--- config.mk ---
export PLATFORM = sky130hd
export DESIGN_NAME = round_flow_ctrl
export DESIGN_NICKNAME = d
export VERILOG_FILES = /design/src/rtl/game_pkg.sv /design/src/rtl/frame_timer.sv /design/src/rtl/round_flow_ctrl.sv
export SDC_FILE = /design/constraint.sdc
export NUM_CORES = 1
export LEC_CHECK = 0
export CORE_MARGIN = 1.5
export CORE_UTILIZATION = 25
export DETAILED_ROUTE_END_ITERATION = 6
export MAX_ROUTING_LAYER = met4
export PLACE_DENSITY = 0.52
export SYNTH_ARGS = -nofsm -noshare
export SYNTH_HDL_FRONTEND = slang
export SYNTH_SLANG_ARGS = --single-unit
--- constraint.sdc ---
create_clock -name Clk -period 1.95 [get_ports Clk]
set_input_delay 0.39 -clock Clk [delete_from_list [all_inputs] [get_ports Clk]]
set_output_delay 0.39 -clock Clk [all_outputs]
set_load 0.03 [all_outputs]
--- src/rtl/game_pkg.sv ---
// Shared game types and frame constants used by the round sequencer and renderer.
package game_pkg;

  typedef enum logic [2:0] {
    ST_IDLE  = 3'd0,
    ST_PLAY  = 3'd1,
    ST_DYING = 3'd2,
    ST_OVER  = 3'd3,
    ST_WIN   = 3'd4
  } round_state_t;

  typedef logic [1:0] lives_t;

  localparam int DEF_DEATH_FRAMES = 90;
  localparam int DEF_BLINK_FRAMES = 8;

endpackage

--- src/rtl/frame_timer.sv ---
// Loadable down-counter advanced by frame ticks; expire marks the tick that consumes the last frame.
module frame_timer #(
  parameter int WIDTH = 7
) (
  input  logic             Clk,
  input  logic             Reset,
  input  logic             tick,
  input  logic             load,
  input  logic [WIDTH-1:0] load_value,
  output logic [WIDTH-1:0] value,
  output logic             expire
);

  // NOTE: sequential state uses non-blocking assignments so every register samples pre-edge values.
  always_ff @(posedge Clk) begin
    if (Reset)
      value <= '0;
    else if (load)
      value <= load_value;
    else if (tick && value != '0)
      value <= value - WIDTH'(1);
  end

  assign expire = tick && (value == WIDTH'(1));

endmodule

--- src/rtl/round_flow_ctrl.sv ---
// Round sequencer: idle, play, death animation, respawn/game over, win.
// Define ROUND_LIVES_EN to enable the lives counter and respawn path.
module round_flow_ctrl
  import game_pkg::*;
#(
  parameter int DEATH_FRAMES     = DEF_DEATH_FRAMES,
  parameter int BLINK_FRAMES     = DEF_BLINK_FRAMES,
  parameter int DOOR_HOLD_FRAMES = 30,
  parameter int START_LIVES      = 3
) (
  input  logic       Clk,
  input  logic       Reset,
  input  logic       frame_tick,
  input  logic       start_btn,
  input  logic       player1_dead,
  input  logic       player2_dead,
  input  logic       player1_at_door,
  input  logic       player2_at_door,
  output logic       hazard_reset,
  output logic       freeze_players,
  output logic       death_blink,
  output logic [1:0] dead_who,
  output lives_t     lives,
  output logic [2:0] round_state
);

  localparam int         TIMER_W    = $clog2(DEATH_FRAMES + 1);
  localparam int         BLINK_W    = $clog2(BLINK_FRAMES + 1);
  localparam logic [7:0] DOOR_HOLD  = 8'(DOOR_HOLD_FRAMES);
  localparam logic [BLINK_W-1:0] BLINK_LAST = BLINK_W'(BLINK_FRAMES - 1);

  round_state_t       state;
  logic               start_prev;
  logic               start_edge;
  logic [7:0]         door_cnt;
  logic [BLINK_W-1:0] blink_cnt;
  logic               death_hit;
  logic               dying_tick;
  logic               timer_expire;
  logic               respawn;
  logic [TIMER_W-1:0] death_timer_unused;

  assign start_edge = start_btn & ~start_prev;
  // Hazard flags are still set during the respawn pulse; they clear one cycle later.
  assign death_hit  = (state == ST_PLAY) && !hazard_reset && (player1_dead || player2_dead);
  assign dying_tick = frame_tick && (state == ST_DYING);
  assign round_state = state;

  frame_timer #(.WIDTH(TIMER_W)) u_death_timer (
    .Clk        (Clk),
    .Reset      (Reset),
    .tick       (dying_tick),
    .load       (death_hit),
    .load_value (TIMER_W'(DEATH_FRAMES)),
    .value      (death_timer_unused),
    .expire     (timer_expire)
  );

`ifdef ROUND_LIVES_EN
  logic start_go;
  logic dying_done;

  assign start_go   = start_edge && (state == ST_IDLE || state == ST_OVER || state == ST_WIN);
  assign dying_done = (state == ST_DYING) && timer_expire;
  assign respawn    = lives > 2'd1;

  always_ff @(posedge Clk) begin
    if (Reset)
      lives <= '0;
    else if (start_go)
      lives <= lives_t'(START_LIVES);
    else if (dying_done)
      lives <= respawn ? lives - 2'd1 : '0;
  end
`else
  logic [1:0] unused_start_lives;

  assign unused_start_lives = 2'(START_LIVES);
  assign respawn = 1'b0;
  assign lives   = 2'd1;
`endif

  always_ff @(posedge Clk) begin
    if (Reset) begin
      state          <= ST_IDLE;
      hazard_reset   <= 1'b0;
      freeze_players <= 1'b1;
      death_blink    <= 1'b0;
      dead_who       <= 2'b00;
      door_cnt       <= '0;
      blink_cnt      <= '0;
      start_prev     <= 1'b0;
    end else begin
      start_prev   <= start_btn;
      // NOTE: default-then-override inside the clocked block keeps the pulse exactly one cycle wide.
      hazard_reset <= 1'b0;

      case (state)
        ST_IDLE, ST_OVER, ST_WIN: begin
          if (start_edge) begin
            state          <= ST_PLAY;
            hazard_reset   <= 1'b1;
            freeze_players <= 1'b0;
            dead_who       <= 2'b00;
            door_cnt       <= '0;
          end
        end

        ST_PLAY: begin
          if (hazard_reset)
            dead_who <= 2'b00;
          if (death_hit) begin
            state          <= ST_DYING;
            freeze_players <= 1'b1;
            dead_who       <= {player2_dead, player1_dead};
            blink_cnt      <= '0;
          end else if (frame_tick) begin
            if (player1_at_door && player2_at_door) begin
              if (door_cnt >= DOOR_HOLD - 8'd1) begin
                door_cnt       <= DOOR_HOLD;
                state          <= ST_WIN;
                freeze_players <= 1'b1;
              end else begin
                door_cnt <= door_cnt + 8'd1;
              end
            end else begin
              door_cnt <= '0;
            end
          end
        end

        ST_DYING: begin
          if (frame_tick) begin
            if (timer_expire) begin
              death_blink <= 1'b0;
              blink_cnt   <= '0;
              if (respawn) begin
                state          <= ST_PLAY;
                hazard_reset   <= 1'b1;
                freeze_players <= 1'b0;
              end else begin
                state <= ST_OVER;
              end
            end else if (blink_cnt == BLINK_LAST) begin
              blink_cnt   <= '0;
              death_blink <= ~death_blink;
            end else begin
              blink_cnt <= blink_cnt + BLINK_W'(1);
            end
          end
        end

        default: begin
          state          <= ST_IDLE;
          freeze_players <= 1'b1;
        end
      endcase
    end
  end

endmodule

==> summary.md, run 1 <==
The flow ran to the end, and the final reports show no timing, DRC or antenna violations. The logs give 1.56 ns for the critical path required time and 6760 sq um for the total die area. In this run the mean area of a mapped cell was 8.47 sq um.

The run gives 0 as the number of failing setup endpoints in the final timing report. In the synthesized netlist, mux cells make up 0.638% of the area. For the number of antenna violations at the first check in global routing, the log shows 0. The library cell with the largest summed area after synthesis was sky130_fd_sc_hd__dfxtp_1. The count of cell types in the netlist is 49, and the synthesized-area fraction occupied by ao, oa, aoi and oai cells is 19.3%.

Post-CTS clock slew at the launch and capture registers of the worst setup and hold paths: 0.09 ns. The worst-margin pin slew is 0.527 ns, and the final cycle utilization of the critical path is 95.9%. 0 antenna diodes ended up in the layout. The fraction of registers with async set or reset after synthesis is 0%, and the number of fill cells in the layout is 621. The number of max-capacitance violations reported is 0. The tools report the startpoint kind of the worst setup timing path as a flip-flop.

The layout-stage area growth over the synthesis result was 27.3%. Number of nets in the final layout: 232. After synthesis, the largest area contributor takes up 35.8% of total cell area. The number of hold buffers added after CTS was 0.

The die is 82.2 um tall. The worst path needs 1.87 ns of the cycle, external delays included. The number of nets in the synthesized netlist is 200. Global routing finished with a remaining overflow of 0. The power density over cell area was 619 nW/um^2. STA classifies the critical path endpoint as an output pin. Setup repair after global routing left no endpoint under its margin. The signal on the critical path passes through clkdlybuf4s50_1.

The weighted congestion at the end of routability-driven global placement was 0.844; the number of placement rows was 28. Entering global routing, the biggest net connects 16 pins. The tree is rooted in a sky130_fd_sc_hd__clkbuf_8.

In this run the standard cell core region covers 5990 sq um. The multi-input combinational cells in the finished layout cover a total of 955 sq um. The run gives 290 as the count of non-filler cells in the finished layout. The clock net in this run drives a total of 28 sinks. The floorplan step set the die width to 82.2 um. The post-route DRC violation count is 0. Of all nets on the critical path, the largest fanout is 5. Yosys mapped a number of flops with a built-in enable equal to 0. In this run the tightest slew margin relative to its limit is 64.6%. The count of port buffers added during placement works out to 15. The critical path is of the flip-flop to output pin type. Clock latency on the worst-skew pair, taken at its later pin, is 0.28 ns.

Once the floorplan was initialized, standard cells occupied 26.2% of the core. TritonCTS built the clock tree. The cell area that synthesis handed to floorplanning was 1570 sq um. The buffer and inverter count on the worst path was 1. Adding up every negative setup slack in the final design gives 0 ns. In this run the static leakage power is 0.726 nW. Of the cells placed in the final design, the portion with a size suffix greater than 1 is 15.8%. Count of vias placed by the detailed router: 1434. The most frequently used flop master after synthesis was sky130_fd_sc_hd__dfxtp_1.

The sequential area share after synthesis was 35.8%. The tools report the violation count after the first detailed-routing iteration as 42. For this run, the share of the core covered by cells in the final layout is 33.3%. Synthesized flop and latch total: 28. Dividing the detail-routed via count by the number of cells gives 4.94.

For the worst setup path, the data arrival time is 1.48 ns. The run gives 18 as the number of placed I/O pins. The tools report the first-pass GRT wire length as 6.20 mm. The post-synthesis instance total is 185, and the worst-case vdd ir drop is 0.273 mV. Clock skew on the completed layout was measured at 0.00683 ns.

After detailed placement, the design holds a cell count of 287. The number of pins exceeding their max-slew limit in the final report was 0. Wires add up to 3.46 mm. The total clock buffers created by CTS is 3, and the combined global-route utilization of all metal layers is 12.1%.

In this design, the stage delay of the slowest critical-path cell is 0.72 ns. The tightest min-delay check is of the input pin to flip-flop type. The synthesized netlist devotes 5.59% of its cell area to adder and majority cells.

The largest delay contributor family on the critical path is buffers and inverters. By area the synthesized netlist is led by sky130_fd_sc_hd__dfxtp_1 (36%), sky130_fd_sc_hd__ha_1 (5.6%), sky130_fd_sc_hd__a21oi_1 (4.8%), sky130_fd_sc_hd__o21ai_0 (4.2%), sky130_fd_sc_hd__nor2_1 (4.1%). The logs give 561 sq um for the register cell area after layout and 1423 for the via count of the first global-routing pass. The synthesized netlist devotes 2.79% of its cell area to XOR and XNOR gates. The post-synthesis share of cell area spent on and, or, nand and nor gates was 30.2%. The largest family of logic cells by synthesized area was simple AND/OR/NAND/NOR gates.

Timing would allow up to 0.535 GHz. Detailed placement finished with a half-perimeter wire length of 2.70 mm. The tools report the residual antenna-violating net count after detailed routing as 0. Before antenna repair, the detailed router went through 4 iterations. The number of buffers between clock root and the deepest sink is 2. The number of warnings reported in the yosys synthesis log was 0.

The routed length per instance was 11.9 um. The deepest level of the CTS H-tree is 1. On the critical path, the stage with the largest delay is an instance of sky130_fd_sc_hd__clkdlybuf4s50_1. The final number of hold-violating endpoints came out at 0.
==> layout by cell type, fill, tap and decap left out, types with 2 or more instances in the layout <==
cell and instances:
sky130_fd_sc_hd__ha_1 7, sky130_fd_sc_hd__and4_1 2, sky130_fd_sc_hd__o31ai_1 2, sky130_fd_sc_hd__a31oi_1 2, sky130_fd_sc_hd__xor2_1 3, sky130_fd_sc_hd__clkbuf_8 3, sky130_fd_sc_hd__o21ai_1 2, sky130_fd_sc_hd__nor2_1 17
sky130_fd_sc_hd__clkdlybuf4s50_1 12, sky130_fd_sc_hd__nand4_1 3, sky130_fd_sc_hd__nor2b_1 2, sky130_fd_sc_hd__nand2_1 13, sky130_fd_sc_hd__a211oi_1 4, sky130_fd_sc_hd__nand3b_1 2, sky130_fd_sc_hd__nor3_1 12, sky130_fd_sc_hd__nand3_1 6
sky130_fd_sc_hd__inv_1 8, sky130_fd_sc_hd__xnor2_1 2, sky130_fd_sc_hd__dfxtp_1 28, sky130_fd_sc_hd__dlymetal6s2s_1 3, sky130_fd_sc_hd__conb_1 2, sky130_fd_sc_hd__o21ai_0 13, sky130_fd_sc_hd__buf_4 21, sky130_fd_sc_hd__nor3b_1 3
sky130_fd_sc_hd__nand2b_1 3, sky130_fd_sc_hd__a21oi_1 15
==> cells by family (layout without fill, tap and decap cells) <==
family | count (synthesis) | count (layout)
simple gates | 78 | 78
xor+xnor | 5 | 5
other cells | 2 | 2
flops | 28 | 28
fa+ha+maj | 7 | 7
mux | 1 | 1
compound gates | 47 | 47
buf+inv | 17 | 47
==> cell usage after synthesis (all sizes together), types with 2 or more instances <==
cell type,count
dfxtp,28
nor2,18
a21oi,15
o21ai,15
nand2,13
nor3,12
inv,8
ha,7
buf,6
nand3,6
a211oi,5
a31oi,3
clkbuf,3
nand2b,3
nand4,3
nor3b,3
xor2,3
a221oi,2
and4,2
conb,2
nand3b,2
nor2b,2
nor4,2
nor4b,2
nor4bb,2
o31ai,2
xnor2,2
==> metrics by stage <==
step	area [sq um]	setup slack (ns)	total power [mW]	hold WS, ns
CTS	1960	0.0241	1.24	0.482
global route	2000	0.00236	1.31	0.465
finish	2000	0.0803	1.24	0.468
global placement	1920	-0.162	0.926	0.462
floorplan	1570	0.164	0.825	0.450
detailed placement	1920	-0.161	0.927	0.468
==> what timing repair did <==
item / CTS / global route
gates resized for setup: 0 / 7
setup buffers: 0 / 0
setup endpoints to repair: 0 / 6
==> routing by layer <==
layer | part of all wire, % | wire length (um) | global-route usage [%] | vias up
met5 | 0 | 0 | - | -
met4 | 2.0 | 69 | 4.75 | 0
met3 | 4.0 | 137 | 2.64 | 7
met2 | 46 | 1590 | 19.0 | 22
met1 | 48 | 1670 | 14.9 | 672
li1 | - | - | - | 733
==> registers in the layout, summed over array words and instances, names as in the netlist <==
signal / count
blink_cnt: 4
freeze_players: 1
hazard_reset: 1
u_death_timer.value: 7
door_cnt: 8
start_prev: 1
dead_who: 2
death_blink: 1
round_state: 3
==> final timing paths <==
path	start	depth (start not counted)	slack, ns	endpoint
hold / removal	start_btn	2	0.47	start_prev
setup / recovery	round_state[1]	1	0.08	round_state[1]
setup reg to reg	door_cnt[5]	6	0.17	freeze_players
hold reg to reg	door_cnt[6]	1	0.48	door_cnt[6]
==> area by class of cell <==
type / instances / share of cell area [%]
Multi-Input combinational cell: 140 / 47.8
Sequential cell: 28 / 28.1
Timing Repair Buffer: 36 / 15.8
Tap cell: 75 / 4.70
Clock buffer: 3 / 2.07
Inverter: 8 / 1.50
==> power breakdown <==
part	internal (mW)	leakage [nW]	switching, mW	total, mW
Combinational	0.135	0.477	0.164	0.299
Clock	0.139	0.0216	0.175	0.314
Sequential	0.597	0.227	0.0258	0.622
No activity file was read; power rests on OpenSTA's default activity.
==> run 2, diff against run 1 <==
ABC_AREA = 1   (was not set)
RECOVER_POWER = 100   (was not set)
==> run 2 against run 1 <==
Against the previous run: clock skew grew 0.0039 ns; total power up 110%; maximum frequency increased by 3.0%; non-clock buffer count fell by 16; global-route usage fell by 1.4 points; wire length rose by 1.6%.
==> summary.md, run 2 <==
TritonCTS built the clock tree. Number of placed I/O pins: 18 (unchanged). The tools report the number of placement rows as 29 (+3.6%). The post-detailed-route via-to-cell ratio came out at 4.31 (-13%). The worst register-to-register path ends at u_death_timer.value[3]. The number of nets in the final layout was 275 (+19%). The number of warnings reported in the yosys synthesis log came out at 0 (unchanged). Post-CTS setup repair buffer count: 0 (unchanged). The logs give 31 (-37%) for the count of cell types in the netlist and 0 (unchanged) for the overall overflow remaining after global route.

For the net count after synthesis, the log shows 255 (+28%). Synthesized flop and latch total: 28 (unchanged). The CTS root buffer is sky130_fd_sc_hd__clkbuf_8. The tools report the count of non-filler cells in the finished layout as 336 (+16%). Category of the most critical setup path: flip-flop to output pin. The run finished with clean final reports.

The total core area is 6390 sq um (+6.6%). The number of cells after detailed placement is 332 (+16%). The post-synthesis instance total is 240 (+30%), and the final number of hold-violating endpoints is 0 (unchanged). Synthesized area per cell: 6.94 sq um (-18%). Largest family of logic cells by synthesized area: simple AND/OR/NAND/NOR gates.

The critical path required time was 1.56 ns (about the same). sky130_fd_sc_hd__nand2_1 is the most common cell in the netlist. Cell depth of the worst flop-to-flop path: 10 (+4). For the highest achievable clock rate, the log shows 0.551 GHz (+3.0%). The standby leakage power was 0.901 nW (+24%); the fraction of synthesized cell area in xor and xnor cells was 2.63% (-0.16 points).

Cts-stage hold buffer count: 0 (unchanged). The number of enable-type register cells in the synthesized netlist came out at 0 (unchanged). Fraction of registers with async set or reset after synthesis: 0% (unchanged). The capturing element type of the critical path was an output pin. The worst slew margin relative to its limit came out at 60.9% (-3.6 points). The run gives 2 (unchanged) as the number of buffers between clock root and the deepest sink. The tools report the starting density of the core as 26.1% (-0.092 points).

On the critical path the largest part of the delay comes from buffers and inverters. The first-pass GRT wire length was 6.04 mm (-2.6%); the number of flip-flops under the largest register name was 8 (unchanged). The fraction of final layout cells with drive strength greater than 1 works out to 11.2% (-4.6 points). The layout-stage area growth over the synthesis result came out at 16.8%. The total die area came out at 7160 sq um (+6.0%).

The startpoint kind of the worst setup timing path was a flip-flop. The logs give 0 (unchanged) for the number of antenna violations at the first check in global routing and 28 (unchanged) for the number of clock sinks seen by CTS. The via count of the first global-routing pass is 1313 (-7.7%). The depth of the worst hold-timing path was 2 (unchanged); the number of resized instances in the post-cts repair step was 0 (unchanged). The run gives 1670 sq um (+6.2%) as the cell area after synthesis. The count of vias placed by the detailed router was 1449 (+1.0%); the maximum fanout count along the critical path was 4 (-1). The run gives 902 sq um (-5.5%) as the multi-input gate area in the final layout.

The sequential area share after synthesis was 33.7% (-2.1 points). In the layout the commonest cells are sky130_fd_sc_hd__nand2_1 (58), sky130_fd_sc_hd__nor2_1 (32), sky130_fd_sc_hd__inv_1 (29), sky130_fd_sc_hd__dfxtp_1 (28), sky130_fd_sc_hd__nand3_1 (18). The startpoint identified for the worst hold timing path is door_cnt[7]. Number of max-capacitance violations reported: 0 (unchanged). Weighted congestion at the end of routability-driven global placement: 0.808 (-4.2%). By area the synthesized netlist is led by sky130_fd_sc_hd__dfxtp_1 (34%), sky130_fd_sc_hd__nand2_1 (13%), sky130_fd_sc_hd__nor2_1 (7.0%), sky130_fd_sc_hd__inv_1 (6.5%), sky130_fd_sc_hd__ha_1 (5.3%). The buffer and inverter count on the worst path came out at 1 (unchanged). Post-route DRC violation count: 0 (unchanged). Arithmetic-cell share of the synthesized area counting full adders, half adders and majority gates: 5.26% (-0.33 points).

Count of port buffers added during placement: 15 (unchanged). The cell area after layout is 1940 sq um (-2.6%), and the register-to-register path setup slack is 0.30 ns (+0.13 ns). The worst path arrival time was 1.43 ns (-0.05 ns). The tools report the first-pass iteration count of the detailed router as 4 (unchanged). The worst-case vdd ir drop was 0.725 mV (+170%); the post-synthesis share of cell area spent on and, or, nand and nor gates was 36.9% (+6.6 points). The number of antenna repair diodes is 0 (unchanged), and the routed length per instance is 10.5 um (-12%). The register cell area after layout was 561 sq um (unchanged); the maximum number of pins on one net before global-route repair was 17 (+1).

The share of synthesized area spent on multiplexers is 0% (-0.64 points). The signal on the critical path passes through clkdlybuf4s50_1. The residual antenna-violating net count after detailed routing is 0 (unchanged). The clock network power share is 17.9% (-7.5 points). The most frequently used flop master after synthesis was sky130_fd_sc_hd__dfxtp_1.

The tools report the combined global-route utilization of all metal layers as 10.7% (-1.4 points). The worst-margin pin slew is 0.586 ns (+0.0587 ns), and the clock insertion delay at the later pin of the skew report is 0.28 ns (about the same). The worst-case clock skew came out at 0.0107 ns (+0.00391 ns).

The path with the worst hold slack has its endpoint at door_cnt[7]. The synthesized design spends more area on one cell type than any other, namely sky130_fd_sc_hd__dfxtp_1. The synthesized-area fraction occupied by ao, oa, aoi and oai cells came out at 10.6% (-8.7 points).

For the total clock buffers created by CTS, the log shows 3 (unchanged). The switching share of power came out at 44.2% (+15 points). The final cycle utilization of the critical path was 93.1% (-2.8 points); the total net switching power was 1.17 mW (+220%). The post-CTS clock slew at the launch and capture registers of the worst setup and hold paths was 0.10 ns (about the same).

The die span in x was 84.6 um (+3.0%). The most frequent standard cell in the layout excluding fill and tap cells is sky130_fd_sc_hd__nand2_1. The startpoint identified for the worst register-to-register timing path is u_death_timer.value[0]. The tools report the sequential fraction of design power as 32.8% (-18 points). The number of fill cells in the layout is 710 (+14%), and the portion of synthesized cell area occupied by the leading cell type is 33.7% (-2.1 points). The total half-perimeter wirelength after legalization and detailed placement came out at 2.74 mm (+1.8%). Sum of negative setup slack: 0 ns (unchanged). Power density over cell area: 1360 nW/um^2 (+120%). The tools report the violation count after the first detailed-routing iteration as 65 (+55%).

The delay of the slowest cell on the worst path is 0.71 ns (about the same). By count the netlist is led by sky130_fd_sc_hd__nand2_1 (57), sky130_fd_sc_hd__nor2_1 (31), sky130_fd_sc_hd__inv_1 (29). The cell type of the slowest stage on the worst timing path was sky130_fd_sc_hd__clkdlybuf4s50_1.

Combinational cell fraction of total power: 49.3% (+25 points). The tightest min-delay check is of the flip-flop to flip-flop type. Total routed wirelength: 3.52 mm (+1.6%). The total cell area at the placement stage came out at 1910 sq um (-0.52%). Register with the most flip-flops: door_cnt.

The deepest level of the CTS H-tree came out at 1 (unchanged). Number of pins exceeding their max-slew limit in the final report: 0 (unchanged). The run gives 1.47 mW (+69%) as the internal power. Setup repair after global routing left no endpoint under its margin. The depth of the critical timing path with buffers and inverters included works out to 1 (unchanged). The height of the die was 84.6 um (+3.0%); the number of failing setup endpoints in the final timing report was 0 (unchanged).

In the final layout, the registers with the most flip-flops are door_cnt (8), u_death_timer.value (7), blink_cnt (4). Final critical path time including I/O delays and setup: 1.82 ns (-0.0545 ns).
-- run 2: cell count changes after synthesis, sizes merged, moves of 3 or more --
cell,change
nand2,+50
inv,+27
nor2,+19
nand3,+15
nor3,-7
a211oi,-4
a21oi,-4
a31oi,-3
nand2b,-3
nand4,-3
-- run 2: final cells by class --
type	count	share of cell area [%]
multi-input combinational	172	46.4
sequential	28	28.8
timing repair buffer	20	9.27
inverter	35	6.89
tap	77	4.95
clock buffer	3	2.12
clock inverter	1	1.54
-- run 2: power by group through the flow --
stage | clock network [mW] | logic, mW | registers (mW)
floorplan | 0 | 0.967 | 0.938
global placement | 0 | 1.34 | 0.877
detailed placement | 0 | 1.34 | 0.879
CTS | 0.491 | 1.35 | 0.868
global route | 0.513 | 1.48 | 0.886
finish | 0.474 | 1.30 | 0.866
-- run 2: cells by family (layout without fill, tap and decap cells) --
group / after synthesis / after routing
simple gates: 128 / 128
buf+inv: 40 / 59
compound gates: 30 / 30
flops: 28 / 28
fa+ha+maj: 7 / 7
xor+xnor: 5 / 5
other cells: 2 / 2
-- run 2: stage by stage --
step	hold WS (ns)	util [%]	total power [mW]	worst slack [ns]
after global routing	0.484	30.4	2.88	0.0536
after floorplan	0.417	-	1.91	0.462
after global placement	0.430	29.9	2.22	0.101
after detailed placement	0.434	29.9	2.22	0.0614
after CTS	0.449	31.0	2.71	0.118
final	0.443	30.4	2.64	0.135
-- run 2: how the worst max path moves through the flow --
stage                         from              to
floorplan           round_state[2]     door_cnt[2]
global placement      player2_dead     door_cnt[3]
detailed placement    player2_dead     door_cnt[3]
finish              round_state[1]  round_state[1]
global route          player2_dead     door_cnt[4]
CTS                 round_state[1]  round_state[1]
-- run 2: routing by layer --
| metal | GRT usage [%] | wire length [um] | up-vias |
|---|---|---|---|
| met2 | 16.2 | 1510 | 18 |
| met1 | 14.9 | 1890 | 645 |
| met5 | - | 0 | - |
| met4 | 1.32 | 9 | 0 |
| li1 | - | - | 784 |
| met3 | 2.46 | 113 | 2 |
==> run 3, diff against run 2 <==
CAP_MARGIN = 10   (was not set)
TNS_END_PERCENT = 1   (was not set)
==> results of run 3 <==
No change in the layout: final DEF, timing and power equal those of run 2.
